### src/rtl/alu_share_arbiter.sv
// alu_share_arbiter: shares one external combinational ALU between two
// requesters (port 0 = integer EX stage, port 1 = debug/CSR side-path).
//
// Ports:
//   clk, rst                 clock, synchronous active-high reset
//   reqN_valid/ready         request handshake, N = 0,1
//   reqN_op1/op2/ctrl        request operands and ALU op code
//   rspN_valid/ready         response handshake (one-entry result buffer)
//   rspN_data/err            result, err=1 when op code was illegal (data=0)
//   alu_op1/op2/ctrl         to the external ALU
//   alu_out                  from the external ALU
//   last_grant               round-robin pointer (most recently granted port)
//
// Op code encoding (SLL..LUI = 0..10); codes 11..15 are illegal.

// One-entry response buffer for a single port.
module alu_share_rsp_buf #(
  parameter int DATA_W = 32
) (
  input  logic              clk_i,
  input  logic              rst_i,
  input  logic              grant_i,
  input  logic              ready_i,
  input  logic [DATA_W-1:0] result_i,
  input  logic              illegal_i,
  output logic              valid_o,
  output logic [DATA_W-1:0] data_o,
  output logic              err_o
);
  logic              valid_q, valid_d;
  logic [DATA_W-1:0] data_q, data_d;
  logic              err_q, err_d;

  always_comb begin
    valid_d = valid_q;
    data_d  = data_q;
    err_d   = err_q;
    if (grant_i) begin
      valid_d = 1'b1;
      // Illegal codes may leave the ALU output undefined; never forward it.
      data_d  = illegal_i ? '0 : result_i;
      err_d   = illegal_i;
    end else if (valid_q && ready_i) begin
      valid_d = 1'b0;
    end
  end

  always_ff @(posedge clk_i) begin
    if (rst_i) begin
      valid_q <= 1'b0;
      data_q  <= '0;
      err_q   <= 1'b0;
    end else begin
      valid_q <= valid_d;
      data_q  <= data_d;
      err_q   <= err_d;
    end
  end

  assign valid_o = valid_q;
  assign data_o  = data_q;
  assign err_o   = err_q;
endmodule

module alu_share_arbiter #(
  parameter int DATA_W = 32,
  parameter int CTRL_W = 4
) (
  input  logic              clk,
  input  logic              rst,
  input  logic              req0_valid,
  output logic              req0_ready,
  input  logic [DATA_W-1:0] req0_op1,
  input  logic [DATA_W-1:0] req0_op2,
  input  logic [CTRL_W-1:0] req0_ctrl,
  output logic              rsp0_valid,
  input  logic              rsp0_ready,
  output logic [DATA_W-1:0] rsp0_data,
  output logic              rsp0_err,
  input  logic              req1_valid,
  output logic              req1_ready,
  input  logic [DATA_W-1:0] req1_op1,
  input  logic [DATA_W-1:0] req1_op2,
  input  logic [CTRL_W-1:0] req1_ctrl,
  output logic              rsp1_valid,
  input  logic              rsp1_ready,
  output logic [DATA_W-1:0] rsp1_data,
  output logic              rsp1_err,
  output logic [DATA_W-1:0] alu_op1,
  output logic [DATA_W-1:0] alu_op2,
  output logic [CTRL_W-1:0] alu_ctrl,
  input  logic [DATA_W-1:0] alu_out,
  output logic              last_grant
);
  localparam int NUM_PORTS = 2;

  localparam logic [CTRL_W-1:0] OP_SLL  = CTRL_W'(0);
  localparam logic [CTRL_W-1:0] OP_SRL  = CTRL_W'(1);
  localparam logic [CTRL_W-1:0] OP_SRA  = CTRL_W'(2);
  localparam logic [CTRL_W-1:0] OP_ADD  = CTRL_W'(3);
  localparam logic [CTRL_W-1:0] OP_SUB  = CTRL_W'(4);
  localparam logic [CTRL_W-1:0] OP_XOR  = CTRL_W'(5);
  localparam logic [CTRL_W-1:0] OP_OR   = CTRL_W'(6);
  localparam logic [CTRL_W-1:0] OP_AND  = CTRL_W'(7);
  localparam logic [CTRL_W-1:0] OP_SLT  = CTRL_W'(8);
  localparam logic [CTRL_W-1:0] OP_SLTU = CTRL_W'(9);
  localparam logic [CTRL_W-1:0] OP_LUI  = CTRL_W'(10);

  logic [NUM_PORTS-1:0]             req_vld, rsp_vld, rsp_rdy, buf_free, elig, gnt;
  logic [NUM_PORTS-1:0][DATA_W-1:0] rsp_dat;
  logic [NUM_PORTS-1:0]             rsp_err;
  logic                             last_grant_q, last_grant_d;
  logic                             illegal;

  assign req_vld = {req1_valid, req0_valid};
  assign rsp_rdy = {rsp1_ready, rsp0_ready};

  // A full buffer being drained this cycle can be refilled in the same cycle.
  assign buf_free = ~rsp_vld | rsp_rdy;
  assign elig     = req_vld & buf_free & {NUM_PORTS{~rst}};

  always_comb begin
    gnt = elig;
    if (&elig) gnt = last_grant_q ? 2'b01 : 2'b10;
  end

  assign req0_ready = gnt[0];
  assign req1_ready = gnt[1];

  // Port 0 fields when idle keep the ALU inputs defined.
  assign alu_op1  = gnt[1] ? req1_op1  : req0_op1;
  assign alu_op2  = gnt[1] ? req1_op2  : req0_op2;
  assign alu_ctrl = gnt[1] ? req1_ctrl : req0_ctrl;

  // Only the granted op reaches a buffer, so one decoder on the muxed code suffices.
  always_comb begin
    case (alu_ctrl)
      OP_SLL, OP_SRL, OP_SRA, OP_ADD, OP_SUB, OP_XOR,
      OP_OR, OP_AND, OP_SLT, OP_SLTU, OP_LUI: illegal = 1'b0;
      default:                                illegal = 1'b1;
    endcase
  end

  for (genvar i = 0; i < NUM_PORTS; i++) begin : g_buf
    alu_share_rsp_buf #(.DATA_W(DATA_W)) u_buf (
      .clk_i     (clk),
      .rst_i     (rst),
      .grant_i   (gnt[i]),
      .ready_i   (rsp_rdy[i]),
      .result_i  (alu_out),
      .illegal_i (illegal),
      .valid_o   (rsp_vld[i]),
      .data_o    (rsp_dat[i]),
      .err_o     (rsp_err[i])
    );
  end

  assign rsp0_valid = rsp_vld[0];
  assign rsp0_data  = rsp_dat[0];
  assign rsp0_err   = rsp_err[0];
  assign rsp1_valid = rsp_vld[1];
  assign rsp1_data  = rsp_dat[1];
  assign rsp1_err   = rsp_err[1];

  always_comb begin
    last_grant_d = last_grant_q;
    if (gnt[0])      last_grant_d = 1'b0;
    else if (gnt[1]) last_grant_d = 1'b1;
  end

  // Pointer resets to 1 so port 0 wins the first contended cycle.
  always_ff @(posedge clk) begin
    if (rst) last_grant_q <= 1'b1;
    else     last_grant_q <= last_grant_d;
  end

  assign last_grant = last_grant_q;
endmodule

### config.mk
export PLATFORM = sky130hd
export DESIGN_NAME = alu_share_arbiter
export DESIGN_NICKNAME = d
export VERILOG_FILES = /design/src/rtl/alu_share_arbiter.sv
export SDC_FILE = /design/constraint.sdc
export NUM_CORES = 1
export LEC_CHECK = 0
export ABC_AREA = 0
export BUFFER_PORTS_ARGS = -buffer_cell sky130_fd_sc_hd__buf_2
export CORE_AREA = 2 2 122 124
export DETAILED_ROUTE_END_ITERATION = 10
export DIE_AREA = 0 0 124 126
export SLEW_MARGIN = 20
export SYNTH_ARGS = -nofsm -noshare
export SYNTH_HDL_FRONTEND = slang
export SYNTH_SLANG_ARGS = --single-unit
### constraint.sdc
create_clock -name clk -period 2.79 [get_ports clk]
set_input_delay 0.6975 -clock clk [delete_from_list [all_inputs] [get_ports clk]]
set_output_delay 0.6975 -clock clk [all_outputs]
set_load 0.005 [all_outputs]
### Word level (Yosys, flattened, before mapping)

Memories as Yosys holds them, arrays and structs flattened.
Index checks and enable logic that the tools add are counted.
W data, S select, Z words.

| storage, ports and cells | value |
|---|---|
| memory bits (read-only) | 16 |
| memories kept | 1 |
| input bits | 174 |
| flip-flop bits (word level) | 69 |
| logic and storage cells | 31 |

| cells by class | value |
|---|---|
| bitwise logic cells | 5 |
| reductions and logical operators | 6 |
| multiplexer cells | 12 |

Memories:

| memory | words | width | read ports | clocked after Yosys merged registers in | write ports | line | source |
|---|---|---|---|---|---|---|---|
| (no name shown) | 16 | 1 | 1 | 0 | 0 | 137 | `case (alu_ctrl)` |

Operator list:

| cell | count |
|---|---|
| $mux W32 | 3 |
| $mux W1 | 6 |
| $reduce_bool A2 Y1 | 3 |
| $and A2 B2 Y2 | 2 |
| $mux W2 | 2 |
| $mux W4 | 1 |
| $logic_and A1 B1 Y1 | 2 |
| $not A2 Y2 | 1 |
| $or A2 B2 Y2 | 1 |
| $reduce_and A2 Y1 | 1 |
| $not A1 Y1 | 1 |

### Longest topological paths before layout

An unclocked memory read counts as a cell.

| logic depth | value |
|---|---|
| depth after elaboration | 9 |
| depth in mapped cells | 6 |
| gate-level depth less buffers | 5 |

### Hierarchy

A second synthesis with hierarchy kept.

| unflattened totals | value |
|---|---|
| cells, all modules | 387 |
| area, all modules | 3764.9 µm² |

By module, submodules not included:

| module | instances | cells each | area an instance (µm²) |
|---|---|---|---|
| alu_share_rsp_buf | 2 | 149 | 1398.8 |
| alu_share_arbiter | 1 | 89 | 967.2 |

### Worst setup path before layout

OpenSTA, ideal clock, no wires.

| path | value |
|---|---|
| path kind | input-to-output |
| start point | input rsp0_ready |
| end point | output alu_op1[10] |
| slack | 0.123 ns |
| cell stages on the path | 5 |
| required time | 2.092 ns |
| data arrival time | 1.970 ns |
| cell sequence | nand2b_4 a311o_4 nor2_8 clkbuf_8 mux2_2 |

| on the way | value |
|---|---|
| cells in the longest elaborated chain, start to end | 6 |

Ends and longest elaborated chain:

| what | line | source |
|---|---|---|
| start: declaration | 77 | `input logic rsp0_ready,` |
| $or A2 B2 Y2 | 119 | `assign buf_free = ~rsp_vld \| rsp_rdy;` |
| $and A2 B2 Y2 (2 in a row) | 120 | `assign elig = req_vld & buf_free & {NUM_PORTS{~rst}};` |
| $reduce_and A2 Y1 | 124 | `if (&elig) gnt = last_grant_q ? 2'b01 : 2'b10;` |
| $mux W2 | 124 |  |
| $mux W32 | 131 | `assign alu_op1 = gnt[1] ? req1_op1 : req0_op1;` |
| end: declaration | 89 | `output logic [DATA_W-1:0] alu_op1,` |

No other way between the ends.

### Worst setup path after layout

| path | value |
|---|---|
| start point | input rsp0_ready |
| end point | output alu_ctrl[1] |

| on the way | value |
|---|---|
| cells in the longest elaborated chain, start to end | 6 |

Ends and longest elaborated chain:

| what | line | source |
|---|---|---|
| $or A2 B2 Y2 | 119 |  |
| $and A2 B2 Y2 (2 in a row) | 120 |  |
| $reduce_and A2 Y1 | 124 |  |
| $mux W2 | 124 |  |
| $mux W4 | 133 | `assign alu_ctrl = gnt[1] ? req1_ctrl : req0_ctrl;` |
| end: declaration | 91 | `output logic [CTRL_W-1:0] alu_ctrl,` |

No other way between the ends.

==> qor.txt <==
cells after synthesis: 248
H-tree depth: 3
Async SR Flop Fraction: 0%
Clock Latency Late Sink: 0.32 ns
CTS Buf Count: 9
Clock Path Buffers: 2
die width: 124 um
Pwr Density: 512 mW/mm2
synth top area cells: dfxtp_1, mux2_2, a22o_1
final setup TNS: -8.00 ns
final-report hold violation count: 0
Mapped Nets: 422
crit start category: input port
Antenna Violating Nets Remaining: 0
layout cells sized above 1: 73.8%
synth cell count leaders: dfxtp_1, mux2_2, a22o_1
Final Routed Wirelength: 15400 um
Pleak: 3.11 nW
Seq/Total Area, Yosys: 44.1%
drt pass-1 iters: 4
IO Pins: 313
vias in the first global route: 3450
mapped cell area: 0.00313 mm2
Synth Flop Type: dfxtp_1
DPL Wire Length: 11200 um
GP Congestion: 0.943
GRT Util Overall: 16.9%
failing checks: setup timing
detailed-route via count: 3574
full die area: 0.0156 mm2
#FFs+latches synth: 69
placement row count: 44
Num Clock Sinks: 69
CTS Root Cell: clkbuf_16
GR Util met1: 19.2%
count of pins over their slew limit: 0
Final Skew: 0.00680 ns
Worst Path Required: 2.09 ns
WS Path Type: input port to output port
warnings from Yosys: 0
Nets: 745
CTS tree: yes
core area: 0.0143 mm2
number of flops mapped to enable cells by yosys: 0
fmax: 336 MHz
largest net degree at the start of global routing: 34
Worst Tran Pin Value: 0.420 ns
Clk pin slew, worst setup/hold paths: 0.05 ns
critical path endpoint category: output port
Min Clock Period, post-route: 2.97 ns
post-synth cell types: 28
outcome: complete, but fails checks
Slew headroom: 72.0%
Die H: 126 um
Routed WL per cell: 20.1 um
GR Util met3: 3.85%
Post-Route Utilization: 42.0%
GRT busiest layer: met2
synthesized area per cell: 12.6 um2
Syn-to-layout area delta: 92.1%
worst hold-check path type: register to register
crit share post-route: 107%
first-pass GRT wire length: 19800 um
CP Max Fanout: 8
VDD IR max: 0.221 mV
top cell type's share of synthesized area: 44.1%
CP arrival: 2.28 ns
number of fillers in the final layout: 1340
aggregate global routing overflow: 0
top-count cell post-synth: dfxtp_1
final setup fails: 67
DRC: 0
area leader, netlist: dfxtp_1
GR met2 Demand/Resource: 29.9%
Starting DRT DRC Count: 157
post-route setup slack: -0.184 ns
Max-cap violations: 0
PortBufs: 312
initial antenna violation count: 9
Via density: 4.67
Initial Utilization: 21.9%
RSZ-0062 raised after global routing: true
[worst max-delay path, stage by stage]
cell and delay, ns:
buf_6 0.09, nand2b_4 0.13, a311o_4 0.41, nor2_8 0.13, buf_6 0.13, buf_12 0.12
buf_12 0.13, mux2_4 0.31, buf_6 0.12
[stage by stage]
stage                     std cells  setup WS [ns]  instance area [um2]  total power [mW]  hold slack (ns)
after floorplan                 248          0.123                 3130              1.36            0.466
after global placement          731         -0.156                 4790              1.64            0.451
after detailed placement        731         -0.181                 4790              1.65            0.449
after CTS                       748         -0.166                 5170              2.90            0.469
after global routing            766         -0.211                 6010              3.20            0.479
final                           766         -0.184                 6010              3.08            0.467
[layout by cell type (no fill, tap or decap), types with 2 or more instances in the layout]
| master | count |
|---|---|
| buf_6 | 65 |
| dfxtp_1 | 69 |
| bufinv_16 | 2 |
| diode_2 | 6 |
| clkinvlp_4 | 2 |
| mux2_4 | 64 |
| nor2b_2 | 2 |
| a21oi_1 | 3 |
| buf_12 | 6 |
| a22o_1 | 65 |
| mux2_2 | 4 |
| clkbuf_16 | 12 |
| inv_1 | 2 |
| buf_2 | 248 |
| buf_4 | 9 |
[worst paths after layout]
path	from	endpoint	cells past startpoint	slack, ns
max	rsp0_ready	alu_ctrl[1]	9	-0.18
min	g_buf[0].u_buf.data_o[22]$_SDFFE_PP0P_	g_buf[0].u_buf.data_o[22]$_SDFFE_PP0P_	1	0.47
max reg2reg	g_buf[0].u_buf.valid_o$_SDFFE_PP0P_	g_buf[0].u_buf.err_o$_SDFFE_PP0P_	10	0.81
min reg2reg	g_buf[0].u_buf.data_o[22]$_SDFFE_PP0P_	g_buf[0].u_buf.data_o[22]$_SDFFE_PP0P_	1	0.47
[report_power, final]
part	leakage, nW	internal, mW	switching [mW]
registers	0.564	1.05	0.0328
logic	2.39	0.484	0.298
clock network	0.152	0.808	0.409
[layout make-up]
cell class / instances / area [um2] / area share, %
multi-input cells: 156 / 1780 / 29.5
flip-flops and latches: 69 / 1380 / 23.0
well taps: 184 / 230 / 3.83
diodes: 6 / 15.0 / 0.250
inverters: 2 / 7.51 / 0.125
clock buffers: 11 / 243 / 4.04
repair buffers: 333 / 2280 / 37.9
clock inverters: 5 / 83.8 / 1.39
[flip-flops by register name, summed over array words and instances, names as in the netlist]
signal,cells
g_buf.u_buf.data_o,64
g_buf.u_buf.err_o,2
g_buf.u_buf.valid_o,2
last_grant,1
[repair_timing]
item	4_1_cts	5_1_grt
cloned	1	5
hold buffers	0	0
setup buffers	0	7
endpoints found under the setup margin	67	67
resized for setup	7	133
pin swaps	0	2
[layer usage]
metal  up-vias  share of wire, %
met3        36               7.9
met4         0               4.1
met1      1713                38
li1       1606                 -
met2       219                50
met5         -                 0
[kinds of logic after synthesis]
kind of cell	count (synthesis)	share of synthesized area, %
compound gates	72	19.9
mux	69	24.8
flops	69	44.1
buf+inv	23	6.99
simple gates	15	4.20
No activity file was read; power rests on OpenSTA's default activity.
